**src/rtl/sat_ctrl_gen.sv**
```systemverilog
`default_nettype none
// +--------------------------------------------------------------------------+
// | sat_ctrl_gen                                                             |
// | Byte-serial 32-bit add/sub with overflow and saturation-control outputs. |
// | Revision: 1.0                                                            |
// +--------------------------------------------------------------------------+
module sat_ctrl_gen (
    input  logic        clk,
    input  logic        rst_n,
    input  logic        in_valid,
    output logic        in_ready,
    input  logic [31:0] op_a,
    input  logic [31:0] op_b,
    input  logic        sub,
    input  logic        sgn,
    input  logic        sat_mode,
    output logic        out_valid,
    input  logic        out_ready,
    output logic [7:0]  out_byte,
    output logic [1:0]  out_lane,
    output logic        sat_enable,
    output logic        sat_sign,
    output logic        sat_last,
    output logic        ovf
);

    typedef enum logic [1:0] {
        ST_IDLE = 2'd0,
        ST_CALC = 2'd1,
        ST_EMIT = 2'd2
    } state_t;

    state_t          state_q, state_d;
    logic [3:0][7:0] a_q, a_d;
    logic [3:0][7:0] b_q, b_d;
    logic            sub_q, sub_d;
    logic            sgn_q, sgn_d;
    logic            sat_mode_q, sat_mode_d;
    logic [1:0]      lane_q, lane_d;
    logic            carry_q, carry_d;
    logic [3:0][7:0] buf_q, buf_d;
    logic            in_ready_q, in_ready_d;
    logic            out_valid_q, out_valid_d;
    logic [7:0]      out_byte_q, out_byte_d;
    logic [1:0]      out_lane_q, out_lane_d;
    logic            sat_enable_q, sat_enable_d;
    logic            sat_sign_q, sat_sign_d;
    logic            sat_last_q, sat_last_d;
    logic            ovf_q, ovf_d;

    logic [8:0]      w_sum;
    logic            w_ovf;
    logic            w_sat_en;
    logic            w_sat_dir;
    logic [1:0]      w_next_lane;

    // b_q already holds the effective operand (inverted for subtraction)
    assign w_sum       = {1'b0, a_q[lane_q]} + {1'b0, b_q[lane_q]} + {8'd0, carry_q};
    assign w_ovf       = sgn_q ? ((a_q[3][7] == b_q[3][7]) && (w_sum[7] != a_q[3][7]))
                               : (w_sum[8] ^ sub_q);
    assign w_sat_en    = sat_mode_q & w_ovf;
    assign w_sat_dir   = sgn_q ? a_q[3][7] : sub_q;
    assign w_next_lane = out_lane_q + 2'd1;

    always_comb begin
        state_d      = state_q;
        a_d          = a_q;
        b_d          = b_q;
        sub_d        = sub_q;
        sgn_d        = sgn_q;
        sat_mode_d   = sat_mode_q;
        lane_d       = lane_q;
        carry_d      = carry_q;
        buf_d        = buf_q;
        in_ready_d   = in_ready_q;
        out_valid_d  = out_valid_q;
        out_byte_d   = out_byte_q;
        out_lane_d   = out_lane_q;
        sat_enable_d = sat_enable_q;
        sat_sign_d   = sat_sign_q;
        sat_last_d   = sat_last_q;
        ovf_d        = ovf_q;

        case (state_q)
            ST_IDLE: begin
                if (in_valid) begin
                    a_d        = op_a;
                    b_d        = sub ? ~op_b : op_b;
                    sub_d      = sub;
                    sgn_d      = sgn;
                    sat_mode_d = sat_mode;
                    carry_d    = sub;
                    lane_d     = 2'd0;
                    in_ready_d = 1'b0;
                    state_d    = ST_CALC;
                end
            end
            ST_CALC: begin
                buf_d[lane_q] = w_sum[7:0];
                carry_d       = w_sum[8];
                lane_d        = lane_q + 2'd1;
                if (lane_q == 2'd3) begin
                    // lane 0 is already in the buffer, so emission starts right away
                    ovf_d        = w_ovf;
                    sat_enable_d = w_sat_en;
                    sat_sign_d   = w_sat_en & w_sat_dir;
                    sat_last_d   = 1'b0;
                    out_valid_d  = 1'b1;
                    out_lane_d   = 2'd0;
                    out_byte_d   = buf_q[0];
                    state_d      = ST_EMIT;
                end
            end
            ST_EMIT: begin
                if (out_ready) begin
                    if (out_lane_q == 2'd3) begin
                        out_valid_d  = 1'b0;
                        out_byte_d   = 8'd0;
                        out_lane_d   = 2'd0;
                        sat_enable_d = 1'b0;
                        sat_sign_d   = 1'b0;
                        sat_last_d   = 1'b0;
                        in_ready_d   = 1'b1;
                        state_d      = ST_IDLE;
                    end else begin
                        out_lane_d = w_next_lane;
                        out_byte_d = buf_q[w_next_lane];
                        sat_last_d = sat_enable_q & sgn_q & (w_next_lane == 2'd3);
                    end
                end
            end
            default: begin
                in_ready_d  = 1'b1;
                out_valid_d = 1'b0;
                state_d     = ST_IDLE;
            end
        endcase
    end

    always_ff @(posedge clk or negedge rst_n) begin
        if (!rst_n) begin
            state_q      <= ST_IDLE;
            a_q          <= '0;
            b_q          <= '0;
            sub_q        <= 1'b0;
            sgn_q        <= 1'b0;
            sat_mode_q   <= 1'b0;
            lane_q       <= 2'd0;
            carry_q      <= 1'b0;
            buf_q        <= '0;
            in_ready_q   <= 1'b1;
            out_valid_q  <= 1'b0;
            out_byte_q   <= 8'd0;
            out_lane_q   <= 2'd0;
            sat_enable_q <= 1'b0;
            sat_sign_q   <= 1'b0;
            sat_last_q   <= 1'b0;
            ovf_q        <= 1'b0;
        end else begin
            state_q      <= state_d;
            a_q          <= a_d;
            b_q          <= b_d;
            sub_q        <= sub_d;
            sgn_q        <= sgn_d;
            sat_mode_q   <= sat_mode_d;
            lane_q       <= lane_d;
            carry_q      <= carry_d;
            buf_q        <= buf_d;
            in_ready_q   <= in_ready_d;
            out_valid_q  <= out_valid_d;
            out_byte_q   <= out_byte_d;
            out_lane_q   <= out_lane_d;
            sat_enable_q <= sat_enable_d;
            sat_sign_q   <= sat_sign_d;
            sat_last_q   <= sat_last_d;
            ovf_q        <= ovf_d;
        end
    end

    assign in_ready   = in_ready_q;
    assign out_valid  = out_valid_q;
    assign out_byte   = out_byte_q;
    assign out_lane   = out_lane_q;
    assign sat_enable = sat_enable_q;
    assign sat_sign   = sat_sign_q;
    assign sat_last   = sat_last_q;
    assign ovf        = ovf_q;

endmodule
`default_nettype wire

```
**config.mk**
```make
export PLATFORM = sky130hd
export DESIGN_NAME = sat_ctrl_gen
export DESIGN_NICKNAME = d
export VERILOG_FILES = /design/src/rtl/sat_ctrl_gen.sv
export SDC_FILE = /design/constraint.sdc
export NUM_CORES = 1
export LEC_CHECK = 0
export ABC_AREA = 1
export BUFFER_PORTS_ARGS = -buffer_cell sky130_fd_sc_hd__buf_2
export CAP_MARGIN = 10
export CELL_PAD_IN_SITES_DETAIL_PLACEMENT = 1
export CELL_PAD_IN_SITES_GLOBAL_PLACEMENT = 1
export CORE_UTILIZATION = 46
export DETAILED_ROUTE_END_ITERATION = 10
export HOLD_SLACK_MARGIN = 0.06
export PLACE_DENSITY_LB_ADDON = 0.08
export SYNTH_ARGS = -nofsm -noshare
export SYNTH_HDL_FRONTEND = slang
export SYNTH_SLANG_ARGS = --single-unit
```
**constraint.sdc**
```tcl
create_clock -name clk -period 4.5 [get_ports clk]
set_input_delay 0.45 -clock clk [delete_from_list [all_inputs] [get_ports clk]]
set_output_delay 0.45 -clock clk [all_outputs]
set_load 0.01 [all_outputs]
```
==> qor.txt <==
Flops & latches, synth: 120
Top cells by area, synth: dfrtp_1, nand2_1, o21ai_0
Cell-internal power: 3.35 mW
Overflow after GRT: 0
Mapped Nets: 805
Io pins: 87
Sw Pwr: 2.72 mW
Post-synthesis sequential area ratio: 50.4%
Area growth, synth to finish: 17.4%
CP required: 4.78 ns
Antenna-violating nets left: 0
Worst slew margin: 41.1%
Post-synth EDFFs: 0
Worst-margin pin slew: 0.884 ns
CP Max Fanout: 20
Chip height: 116 um
DR vias/cell: 5.24
PwrDens: 867 mW/mm2
WL per Instance: 16.8 um
1st-pass router iterations: 4
Initial Util: 47.2%
Worst-Skew Late Latency: 0.43 ns
RSZ-0062 raised after global routing: false
Remaining DRCs: 0
Clock root cell: clkbuf_16
Crit start category: flop
Combinational power share: 46.6%
DR vias: 5,114
Proportion of layout cells with a drive suffix above 1: 15.8%
Worst Path Class, Setup: reg2reg
First-pass GRT wire length: 26.9 mm
Layout net count: 877
Final non-filler cell total: 976
Run status: completed
Sw frac: 44.8%
Mapped Area: 0.00596 mm2
Core ar.: 0.0126 mm2
CTS H-Tree Depth: 4
Worst IR Drop VDD: 0.000377 V
GPL Wtd Cong: 0.810
Max Freq: 299 MHz
Post-synth top area share: 50.0%
Drt total wl: 16.4 mm
Worst hold stages: 3
Critical Path End Type: flop
Fin util: 55.4%
Most used DFF post-synth: dfrtp_1
Crit path DAT: 3.63 ns
IO Port Bufs: 86
Setup TNS: 0 ns
Std cell rows: 41
FFs w/ async S/R, synth: 100%
Hold Crit Class: in2reg
Part of the cycle the worst path needs: 74.4%
Synth cell count leaders: nand2_1, dfrtp_1, o21ai_0, nor2_1, xnor2_1
DRT iter0 DRCs: 165
Flop pwr share: 32.7%
Endpoints failing setup: 0
Total track usage: 26.8%
Clock tree from TritonCTS: done
Placed cell count: 943
Initial antenna violation count: 0
Slew Limit Fails: 0
Crit path time final: 3.35 ns
Synth unique cells: 36
Die area: 0.0134 mm2
Max-cap violations: 0
CTS Buf Count: 17
Clock sink count: 120
Die extent in x: 116 um
Final hold vios: 0
Final HPWL DP: 11.5 mm
Largest net degree at the start of global routing: 99
Count leader, synth: nand2_1
# diodes: 0
Clock-pin slew on the worst setup and hold paths: 0.06 ns
Static leakage: 3.49 nW
Syn. warnings: 0
Final Skew: 0.0119 ns
Reg2Reg Depth: 11
Clk buf depth: 2
Vias in the first global route: 5,392
Clock power frac: 20.7%
Avg Cell Area, Syn: 8.29 um2
Syn Inst Count: 719
Biggest area consumer among synthesized cells: dfrtp_1
## power by group through the flow
stage | clock (mW) | sequential (mW) | combinational, mW
finish | 1.26 | 1.98 | 2.83
global route | 1.32 | 2.04 | 3.21
CTS | 1.27 | 1.99 | 2.86
detailed placement | 0 | 1.99 | 2.80
global placement | 0 | 1.98 | 2.65
floorplan | 0 | 1.85 | 2.04
## layer usage
metal | global-route usage, % | part of all wire, % | up-vias
met5 | 0 | 0 | -
met4 | 12.5 | 3.2 | 0
met3 | 6.17 | 2.9 | 36
met2 | 46.0 | 51 | 105
met1 | 31.8 | 43 | 2488
li1 | - | - | 2485
## timing repair
action	CTS	global route
buffers inserted	0	0
gates resized for setup	0	0
hold buffers	1	0
hold endpoints to repair	33	0
## cell usage in the layout, fill, tap and decap left out, types with 8 or more instances in the layout
cell type	n
nor2_1	60
clkbuf_16	17
a31oi_1	8
a21oi_1	11
inv_1	30
o21ai_0	111
dfrtp_1	119
nand2_1	227
o22ai_1	20
xnor2_1	34
ha_1	13
nand3_1	18
buf_2	85
## layout make-up
cell class                 instances  area [um2]
clock inverter                     3        15.0
inverter                          35         134
tap                              172         215
fill                            1590        5620
timing repair buffer              91         473
multi-input combinational        526        2620
clock buffer                      29         531
sequential                       120        3000
## path summary, 6_finish.rpt
| check | start | end | slack, ns |
|---|---|---|---|
| max in group asynchronous | rst_n | b_q[11] | 3.00 |
| max | lane_q[1] | buf_q[14] | 1.15 |
| min reg2reg | a_q[13] | a_q[13] | 0.47 |
| min | op_a[14] | a_q[14] | 0.22 |
| min in group asynchronous | rst_n | buf_q[24] | 0.53 |
| max reg2reg | lane_q[1] | buf_q[14] | 1.15 |
## sequential cells by signal, indices dropped and copies added, names as in the netlist, 2 cells and up
signal	count
a_q	32
b_q	32
buf_q	32
lane_q	2
out_byte	8
out_lane	2
state_q	2
## cell families after synthesis
logic type | after synthesis | share of synthesized area [%]
flip-flops | 120 | 50.4
AND/OR/NAND/NOR | 314 | 20.7
buffers and inverters | 73 | 5.52
adder cells (fa/ha/maj) | 15 | 3.40
AO/OA/AOI/OAI | 161 | 14.6
XOR/XNOR | 36 | 5.29
## critical path: stages, from the launching register on
cell      delay [ns]
dfrtp_1         0.68
clkinv_1        0.59
o21ai_0         0.24
o22ai_1         0.12
fa_1            0.42
inv_1           0.09
fa_1            0.22
nand3b_1        0.12
nand2_1         0.10
a21oi_1         0.17
xor2_1          0.28
o21ai_0         0.15
## stage by stage
| stage | area [um2] | power [mW] | hold slack, ns | worst slack, ns |
|---|---|---|---|---|
| after floorplan | 5960 | 3.89 | 0.154 | 1.92 |
| after global placement | 6440 | 4.63 | 0.436 | 1.39 |
| after detailed placement | 6440 | 4.79 | 0.436 | 1.19 |
| after CTS | 7000 | 6.11 | 0.213 | 1.15 |
| after global routing | 7000 | 6.57 | 0.224 | 0.808 |
| final | 7000 | 6.06 | 0.217 | 1.15 |
(Power assumes the default switching activity.)
